`config.mk`:
```
export PLATFORM = sky130hd
export DESIGN_NAME = timer_flat
export DESIGN_NICKNAME = d
export VERILOG_FILES = /design/src/rtl/timer_if.sv /design/src/rtl/timer.sv /design/src/flat_wrapper.sv
export SDC_FILE = /design/constraint.sdc
export NUM_CORES = 1
export LEC_CHECK = 0
export ABC_AREA = 0
export BUFFER_PORTS_ARGS = -buffer_cell sky130_fd_sc_hd__buf_2
export CAP_MARGIN = 20
export CORE_UTILIZATION = 45
export CTS_CLUSTER_DIAMETER = 30
export DETAILED_ROUTE_END_ITERATION = 8
export PLACE_DENSITY = 0.64
export SYNTH_ARGS = -nofsm -noshare
export SYNTH_HDL_FRONTEND = slang
export SYNTH_SLANG_ARGS = --single-unit
```
`constraint.sdc`:
```
create_clock -name clk -period 10.19 [get_ports clk]
set_input_delay 0 -clock clk [delete_from_list [all_inputs] [get_ports clk]]
set_output_delay 0 -clock clk [all_outputs]
set_load 0.02 [all_outputs]
```
`src/rtl/timer_if.sv`:
```
// Register bus between the core and the timer slave (rom/ram slave contract),
// plus the interrupt line back to the core.
interface timer_if;
    logic        we_i;
    logic [31:0] addr_i;
    logic [31:0] data_i;
    logic [31:0] data_o;
    logic        int_sig_o;

    modport master (
        output we_i,
        output addr_i,
        output data_i,
        input  data_o,
        input  int_sig_o
    );

    modport slave (
        input  we_i,
        input  addr_i,
        input  data_i,
        output data_o,
        output int_sig_o
    );
endinterface

```
`src/rtl/timer.sv`:
```
// Memory-mapped 32-bit timer: prescaled up-counter with compare/wrap, a sticky
// pending flag and an interrupt output gated by IE.
module timer #(
    parameter int unsigned PRESCALE = 1
) (
    input logic     clk,
    input logic     rst,
    timer_if.slave  bus
);

    localparam logic [15:0] PresLast = 16'(PRESCALE - 1);

    logic        en_q, en_d;
    logic        ie_q, ie_d;
    logic        pend_q, pend_d;
    logic [31:0] count_q, count_d;
    logic [31:0] value_q, value_d;
    logic [15:0] presc_q, presc_d;

    logic wr_ctrl, wr_count, wr_value;
    logic tick, armed, wrap;

    logic unused_addr;
    assign unused_addr = ^{bus.addr_i[31:4], bus.addr_i[1:0]};

    always_comb begin
        wr_ctrl  = bus.we_i && (bus.addr_i[3:2] == 2'd0);
        wr_count = bus.we_i && (bus.addr_i[3:2] == 2'd1);
        wr_value = bus.we_i && (bus.addr_i[3:2] == 2'd2);
        tick     = en_q && (presc_q == PresLast);
        armed    = (value_q != 32'd0);
        // value_q >= 1 here, so value_q - 1 cannot underflow
        wrap     = tick && armed && (count_q >= value_q - 32'd1);
    end

    always_comb begin
        en_d    = en_q;
        ie_d    = ie_q;
        pend_d  = pend_q;
        count_d = count_q;
        value_d = value_q;
        presc_d = presc_q + 16'd1;

        if (!en_q || tick || (wr_ctrl && !bus.data_i[0])) begin
            presc_d = 16'd0;
        end

        if (wrap) begin
            count_d = 32'd0;
        end else if (tick && armed) begin
            count_d = count_q + 32'd1;
        end

        // Hardware set beats a simultaneous W1C.
        if (wrap) begin
            pend_d = 1'b1;
        end else if (wr_ctrl && bus.data_i[2]) begin
            pend_d = 1'b0;
        end

        if (wr_ctrl) begin
            en_d = bus.data_i[0];
            ie_d = bus.data_i[1];
        end
        // Software write to COUNT beats a same-cycle tick.
        if (wr_count) begin
            count_d = bus.data_i;
        end
        if (wr_value) begin
            value_d = bus.data_i;
        end
    end

    always_ff @(posedge clk or posedge rst) begin
        if (rst) begin
            en_q    <= 1'b0;
            ie_q    <= 1'b0;
            pend_q  <= 1'b0;
            count_q <= 32'd0;
            value_q <= 32'd0;
            presc_q <= 16'd0;
        end else begin
            en_q    <= en_d;
            ie_q    <= ie_d;
            pend_q  <= pend_d;
            count_q <= count_d;
            value_q <= value_d;
            presc_q <= presc_d;
        end
    end

    always_comb begin
        bus.data_o = 32'd0;
        case (bus.addr_i[3:2])
            2'd0:    bus.data_o = {29'd0, pend_q, ie_q, en_q};
            2'd1:    bus.data_o = count_q;
            2'd2:    bus.data_o = value_q;
            default: bus.data_o = 32'd0;
        endcase
    end

    assign bus.int_sig_o = pend_q & ie_q;

endmodule

```
`src/flat_wrapper.sv`:
```
// flat-port wrapper written by rule: the top's interface ports become plain ports
module timer_flat 
#(
    parameter int unsigned PRESCALE = 1
)
  (clk, rst, bus_we_i, bus_addr_i, bus_data_i, bus_data_o, bus_int_sig_o);
  timer_if bus_i ();
  input logic clk;
  input logic rst;
  input wire logic [$bits(bus_i.we_i)-1:0] bus_we_i;
  input wire logic [$bits(bus_i.addr_i)-1:0] bus_addr_i;
  input wire logic [$bits(bus_i.data_i)-1:0] bus_data_i;
  output wire logic [$bits(bus_i.data_o)-1:0] bus_data_o;
  output wire logic [$bits(bus_i.int_sig_o)-1:0] bus_int_sig_o;
  assign bus_i.we_i = bus_we_i;
  assign bus_i.addr_i = bus_addr_i;
  assign bus_i.data_i = bus_data_i;
  assign bus_data_o = bus_i.data_o;
  assign bus_int_sig_o = bus_i.int_sig_o;
  timer #(.PRESCALE(PRESCALE)) u_core (.clk(clk), .rst(rst), .bus(bus_i));
endmodule
```
==> results of run 1 <==
==> cells in the mapped netlist (3+ instances only) <==
| cell type | count |
|---|---|
| dfrtp_1 | 83 |
| nor2_1 | 81 |
| nand2_1 | 52 |
| o21ai_0 | 38 |
| ha_1 | 36 |
| mux2_2 | 34 |
| a22o_1 | 29 |
| nor3_1 | 29 |
| xnor2_1 | 28 |
| a31oi_1 | 26 |
| clkbuf_1 | 26 |
| nand3_1 | 25 |
| a21oi_1 | 20 |
| xor2_1 | 14 |
| nand4_1 | 13 |
| nor3b_1 | 13 |
| inv_1 | 10 |
| nor4_1 | 8 |
| a211oi_1 | 7 |
| and4_1 | 7 |
| nand3b_1 | 7 |
| and2_1 | 6 |
| and3_1 | 6 |
| or4_1 | 5 |
| buf_1 | 4 |
| nand2b_1 | 4 |
| nand4b_1 | 4 |
| nor2b_1 | 4 |
| o31ai_1 | 4 |
| a22oi_1 | 3 |
| buf_2 | 3 |
| mux2i_1 | 3 |
| nor3_2 | 3 |
| or3_1 | 3 |
| or4_4 | 3 |
==> where the power goes <==
part / internal (W) / leakage (nW) / switching, W / total, W
Clock: 0.000168 / 0.126 / 0.000146 / 0.000314
Combinational: 0.000279 / 1.76 / 0.000333 / 0.000612
Sequential: 0.000418 / 1.03 / 0.000163 / 0.000581
==> final cells by class <==
| class | instances | area [µm²] | share of cell area (%) |
|---|---|---|---|
| timing repair buffer | 112 | 771 | 11.0 |
| clock inverter | 6 | 48.8 | 0.694 |
| sequential | 83 | 2080 | 29.5 |
| clock buffer | 10 | 229 | 3.26 |
| tap | 172 | 215 | 3.06 |
| multi-input combinational | 534 | 3650 | 51.9 |
| inverter | 10 | 38.8 | 0.552 |
==> worst min path at each step <==
stage | to | slack (ns) | cells past startpoint
6_report | u_core.count_q[14] | 0.06 | 3
2_1_floorplan | u_core.en_q | 0.15 | 1
4_1_cts | u_core.presc_q[5] | 0.02 | 3
3_3_place_gp | u_core.value_q[11] | 0.25 | 2
5_1_grt | u_core.count_q[14] | 0.07 | 3
3_5_place_dp | u_core.value_q[8] | 0.25 | 2
==> flip-flops by register name (all words and copies together) (netlist names) <==
register        cells
u_core.count_q     32
u_core.value_q     32
u_core.presc_q     16
u_core.en_q         1
u_core.ie_q         1
u_core.pend_q       1
==> metal layers <==
layer / global-route usage (%) / part of all wire (%)
met5: 0 / 0
met4: 10.7 / 1.8
met3: 3.53 / 3.6
met2: 40.2 / 47
met1: 34.0 / 47
==> cells by family after synthesis <==
logic type | Yosys count | share of synthesized area, %
adder cells (fa/ha/maj) | 36 | 7.65
buffers and inverters | 44 | 3.00
multiplexers | 37 | 7.01
XOR/XNOR | 42 | 6.25
AND/OR/NAND/NOR | 280 | 25.1
flip-flops | 83 | 35.3
AO/OA/AOI/OAI | 139 | 15.7
==> worst max-delay path, stage by stage (launching register included) <==
cell and delay [ns]:
dfrtp_1 0.44, or3_1 0.53, or4_4 0.50, or4_4 0.48, nor3_4 0.22, nand3b_1 0.23
nor3_2 0.18, xnor2_1 0.10, ha_1 0.31, nand4_1 0.16, nor3_1 0.40, nand3_1 0.14
o22ai_2 0.58, buf_4 0.37, nor3_2 0.17, buf_4 0.25, a22oi_1 0.23, a21oi_1 0.10
==> per-stage QoR <==
| step | area [µm²] | std cells | hold WS, ns | setup WS, ns |
|---|---|---|---|---|
| CTS | 7000 | 925 | 0.0184 | 4.70 |
| global placement | 6400 | 877 | 0.249 | 4.76 |
| floorplan | 5890 | 661 | 0.150 | 5.74 |
| detailed placement | 6400 | 877 | 0.253 | 4.73 |
| global route | 7030 | 927 | 0.0659 | 4.39 |
| finish | 7030 | 927 | 0.0638 | 4.65 |
==> layout by cell type (no fill, tap or decap), types with 3 or more instances in the layout <==
cell type | netlist | routed
nand2_1 | 52 | 51
o31ai_1 | 4 | 4
nand4_1 | 13 | 13
nand3b_1 | 7 | 7
mux2i_1 | 3 | 3
buf_4 | 0 | 9
nor3b_1 | 13 | 13
and3_1 | 6 | 6
dfrtp_1 | 83 | 83
nand3_1 | 25 | 25
buf_2 | 3 | 69
or4_1 | 5 | 5
xor2_1 | 14 | 14
nor4_1 | 8 | 8
and2_1 | 6 | 6
a22o_1 | 29 | 29
a211oi_1 | 7 | 7
and4_1 | 7 | 7
nor3_2 | 3 | 3
nor3_1 | 29 | 29
o21ai_0 | 38 | 38
a21oi_1 | 20 | 20
xnor2_1 | 28 | 28
ha_1 | 36 | 36
clkbuf_16 | 0 | 9
dlygate4sd3_1 | 0 | 33
inv_6 | 0 | 3
nand4b_1 | 4 | 4
nor2_1 | 81 | 81
a22oi_1 | 3 | 3
or4_4 | 3 | 3
or3_1 | 3 | 3
a31oi_1 | 26 | 26
clkinvlp_4 | 0 | 3
nand2b_1 | 4 | 4
mux2_2 | 34 | 34
inv_1 | 10 | 9
==> flow_metrics.py, run 1 <==
metrics = {
    "status": {
        "status": "completed",
    },
    "global_route": {
        "first_global_vias": 5186,
        "grtUsageTotal_pct": 25.1,
        "antenna_found_initial": 0,
        "grt_pass1_wl_mm": 26.1,
        "grt_overflow": 0,
        "grt_max_degree": 84,
    },
    "critical_path": {
        "end_kind": "flop",
        "reg2reg_depth": 17,
        "rrSetupSlack_ns": 4.65,
        "r2r_start": "u_core.value_q[2]",
        "cp.arrival_ns": 5.77,
        "required_ns": 10.42,
        "crit_fanout": 16,
        "r2r-end": "u_core.count_q[5]",
        "criticalPathCategory": "reg2reg",
        "cp-endpoint": "u_core.count_q[5]",
        "crit_path_start": "u_core.value_q[2]",
        "start_kind": "flop",
    },
    "timing": {
        "max_freq_ghz": 0.181,
        "fin_setup_tns_ns": 0,
        "hold_viol": 0,
        "worst-slew-pin-transition_ns": 0.819,
        "fin_crit_sh_pct": 54.3,
        "fin_skew_ns": 0.00854,
        "setup_viol": 0,
        "slew_violations": 0,
        "fin_crit_ns": 5.54,
        "grt_setup_unrepaired": "false",
        "slew_headroom_pct": 45.1,
    },
    "cts": {
        "cts_inserted_buffers": 9,
        "cts_buffer_depth": 2,
        "cts_max_level": 3,
        "ctsHoldBuffers": 32,
        "postCtsSetupBuffers": 0,
        "clockRootBuffer": "clkbuf_16",
        "clkLatencyLatePin_ns": 0.36,
        "cts_tree": "done",
        "post_cts_resized": 0,
        "cts_sinks": 83,
        "path_clk_slew_ns": 0.06,
    },
    "yosys": {
        "synth-async-reset-ratio_pct": 100,
        "syn-mean-instance-area_um2": 8.91,
        "synth_top_area_cell": "dfrtp_1",
        "synth_warnings": 0,
        "synthCells": 661,
        "synthTopCellsByArea": "dfrtp_1 35%, ha_1 7.6%, mux2_2 6.5%",
        "synth_area_mm2": 0.00589,
        "ys_types": 51,
        "synth_ff_type": "dfrtp_1",
        "yosys_register_bits": 83,
        "syn_nets": 764,
        "yosysSeqAreaShare_pct": 35.3,
        "synth_top_area_share_pct": 35.3,
        "synth_edf_count": 0,
    },
    "finish": {
        "drive_gt1_share_pct": 19.6,
        "diodes": 0,
        "utilization_pct": 55.5,
        "n_fill_cell": 1209,
        "area_growth_pct": 19.4,
        "nets": 853,
    },
    "drt": {
        "dr.first_iter.drc_count": 274,
        "wl_per_cell_um": 17.3,
        "dr.pass1.iters": 4,
        "postRouteAntennaNets": 0,
        "via_count": 5401,
        "routed_via_density": 5.83,
        "drc": 0,
        "drt_wl_total_mm": 16.1,
    },
    "die": {
        "dieArea_mm2": 0.0135,
        "io_pins": 100,
        "initial_core_util_pct": 46.5,
        "rows": 41,
        "die_y_um": 116,
        "core_mm2": 0.0127,
        "die_w_um": 116,
    },
    "power": {
        "peakVddDrop_uv": 93.8,
        "p_total_w": 0.00151,
        "power.leakage_nw": 2.91,
        "powerDensity_mw_per_mm2": 214,
    },
    "placement": {
        "gp_congestion": 0.831,
        "io_buffers": 69,
        "place_hpwl_mm": 10.9,
    },
    "worst_hold_path": {
        "hold_path.class": "in2reg",
        "hp-start": "bus_we_i",
    },
    "job": {
        "max_cap_viol_count": 0,
    },
}
Note: power is estimated with default switching activity, not from simulation.
==> run 2, diff against run 1 <==
ABC_AREA = 1   (was 0)
PLACE_DENSITY = 0.66   (was 0.64)
clock period = 4.89 ns   (was 10.19 ns; I/O delays follow)
==> flow_metrics.py, run 2 <==
metrics = {
    "worst_hold_path": {
        "hold_path.class": "in2reg",
    },
    "yosys": {
        "synth_area_mm2": 0.00658,
        "synth_top_family_by_area": "simple AND/OR/NAND/NOR gates",
        "synth_simple_gate_area_share_pct": 35.7,
        "synth_warnings": 0,
        "yosysSeqAreaShare_pct": 31.6,
        "synth_ff_type": "dfrtp_1",
        "synth-compound-area-share_pct": 7.80,
        "ys_types": 33,
        "yosysMostFrequentCell": "nand2_1",
        "synthMuxAreaShare_pct": 0,
        "synthCells": 963,
        "synth_top_area_cell": "dfrtp_1",
        "syn-mean-instance-area_um2": 6.83,
        "synth_edf_count": 0,
        "syn_nets": 1066,
        "yosys_register_bits": 83,
        "netlist_top_cells_count": "228 x nand2_1, 140 x inv_1, 117 x nor2_1",
        "synthTopCellsByArea": "dfrtp_1 32%, nand2_1 13%, inv_1 8.0%",
        "synth-adder-area-share_pct": 6.85,
        "synth-async-reset-ratio_pct": 100,
        "synth_top_area_share_pct": 31.6,
        "synthXorXnorAreaFrac_pct": 7.85,
    },
    "critical_path": {
        "cp.arrival_ns": 4.29,
        "critPathTopFamily": "simple AND/OR/NAND/NOR gates",
        "end_kind": "flop",
        "crit_fanout": 29,
        "cp_common_cell": "nand2_1",
        "cpPeakStageDelay_ns": 0.43,
        "cp_slowest_cell": "inv_1",
        "cp_cell_sequence": "inv_1, ha_1, nand2_2, nor2_4, nand3_2, nor2_2, nand2_1, nor3_1, nand2_1, xor2_1, ha_1, nand2_1, nor2_1, nand4_1, nor4_1, nand2_1, nand2_1, inv_1, nand3b_1, nand2_1",
        "critPathBufInv": 2,
        "required_ns": 5.11,
        "criticalPathCategory": "reg2reg",
        "start_kind": "flop",
    },
    "placement": {
        "io_buffers": 69,
        "post-place-ws_ns": 0.823,
        "gp_congestion": 0.891,
        "place_hpwl_mm": 13.6,
    },
    "finish": {
        "diodes": 0,
        "drive_gt1_share_pct": 11.2,
        "final_common_cell": "nand2_1",
        "n_fill_cell": 1458,
        "most-common-layout-cells": "227 x nand2_1, 139 x inv_1, 117 x nor2_1",
        "nets": 1157,
        "area_growth_pct": 16.7,
        "reg_top3": "u_core.count_q x32, u_core.value_q x32, u_core.presc_q x16",
    },
    "timing": {
        "worst-slew-pin-transition_ns": 0.999,
        "fin_setup_tns_ns": 0,
        "fin_crit_ns": 4.07,
        "setup_viol": 0,
        "final.setup.worst_slack_ns": 0.824,
        "max_freq_ghz": 0.246,
        "grt_setup_unrepaired": "false",
        "slew_headroom_pct": 33.4,
        "slew_violations": 0,
        "hold_viol": 0,
        "fin_crit_sh_pct": 83.1,
        "fin_skew_ns": 0.00780,
    },
    "cts": {
        "clockRootBuffer": "clkbuf_16",
        "cts_sinks": 83,
        "cts_inserted_buffers": 9,
        "cts_max_level": 3,
        "cts_tree": "done",
        "cts_buffer_depth": 2,
        "path_clk_slew_ns": 0.06,
        "ctsHoldBuffers": 33,
        "post_cts_resized": 0,
        "clkLatencyLatePin_ns": 0.35,
        "postCtsSetupBuffers": 0,
    },
    "global_route": {
        "first_global_vias": 6153,
        "grt_pass1_wl_mm": 31.4,
        "grt_max_degree": 65,
        "grtUsageTotal_pct": 27.1,
        "grt_overflow": 0,
        "antenna_found_initial": 0,
    },
    "die": {
        "core_mm2": 0.0141,
        "die_y_um": 123,
        "rows": 43,
        "dieArea_mm2": 0.0151,
        "die_w_um": 123,
        "initial_core_util_pct": 46.7,
        "io_pins": 100,
    },
    "drt": {
        "dr.first_iter.drc_count": 379,
        "routed_via_density": 5.16,
        "postRouteAntennaNets": 0,
        "dr.pass1.iters": 5,
        "wl_per_cell_um": 15.3,
        "via_count": 6392,
        "drt_wl_total_mm": 19.0,
        "drc": 0,
    },
    "power": {
        "peakVddDrop_uv": 230,
        "power.leakage_nw": 3.87,
        "powerDensity_mw_per_mm2": 357,
    },
    "status": {
        "status": "completed",
    },
    "job": {
        "max_cap_viol_count": 0,
    },
}
==> run 2: cell types whose count changed in the layout (fill, tap and decap cells not counted), sizes merged, moves of 12 or more <==
cell    before  now
nand3       25   75
a31oi       26    0
nand3b       7   21
o22ai        1   13
o21ai       40   25
a21oi       20   52
xnor2       28    5
a22o        29    0
nor2        81  132
inv         12  142
xor2        14   54
nand2       52  232
mux2        34    0
==> run 2: cell type report <==
| cell class | count | area (µm²) | area share [%] |
|---|---|---|---|
| Timing Repair Buffer | 108 | 748 | 9.74 |
| Tap cell | 180 | 225 | 2.93 |
| Inverter | 143 | 538 | 7.01 |
| Sequential cell | 83 | 2080 | 27.0 |
| Clock inverter | 5 | 30.0 | 0.391 |
| Multi-Input combinational cell | 709 | 3830 | 49.9 |
| Clock buffer | 11 | 233 | 3.03 |
==> run 2: stage by stage <==
| step | utilization (%) | hold slack, ns | total power, W | area [µm²] | cells |
|---|---|---|---|---|---|
| 6_report | 54.5 | 0.180 | 0.00274 | 7680 | 1239 |
| 5_1_grt | 54.5 | 0.231 | 0.00297 | 7680 | 1239 |
| 4_1_cts | 54.4 | 0.171 | 0.00275 | 7660 | 1238 |
| 3_5_place_dp | 50.2 | 0.149 | 0.00209 | 7070 | 1189 |
| 3_3_place_gp | 50.0 | 0.145 | 0.00206 | 7040 | 1188 |
| 2_1_floorplan | - | 0.158 | 0.00179 | 6580 | 963 |
==> run 2: routing by layer <==
layer / up-vias / GRT usage, % / part of all wire [%]
li1: 3258 / - / -
met1: 2982 / 37.0 / 48
met2: 133 / 44.4 / 47
met3: 19 / 3.87 / 3.6
met4: 0 / 7.70 / 1.8
met5: - / 0 / 0
==> run 2: worst reg2reg max path, delay by kind of cell (launching register included) <==
kind | cells | cell delay, ns
flops | 1 | 0.38
fa+ha+maj | 2 | 0.56
buf+inv | 2 | 0.59
xor+xnor | 1 | 0.15
simple gates | 15 | 2.27
==> run 2: final timing paths <==
check	startpoint	to	slack, ns	depth (start not counted)
max reg2reg	u_core.value_q[0]	u_core.count_q[21]	0.82	20
min	bus_we_i	u_core.en_q	0.18	5
min reg2reg	u_core.presc_q[0]	u_core.presc_q[0]	0.48	1
min in group asynchronous	rst	u_core.value_q[28]	0.30	3
max	u_core.value_q[0]	u_core.count_q[21]	0.82	20
max in group asynchronous	rst	u_core.value_q[8]	3.54	4
==> run 2: cell families (layout without fill, tap and decap cells) <==
| group | Yosys count | count (layout) |
|---|---|---|
| flops | 83 | 83 |
| fa+ha+maj | 36 | 36 |
| compound gates | 96 | 96 |
| xor+xnor | 59 | 59 |
| buf+inv | 171 | 267 |
| simple gates | 518 | 518 |
==> run 2: where the power goes <==
part | internal, W | switching [W]
Sequential | 0.000839 | 0.000258
Combinational | 0.000398 | 0.000616
Clock | 0.000342 | 0.000291
Total | 0.00158 | 0.00116
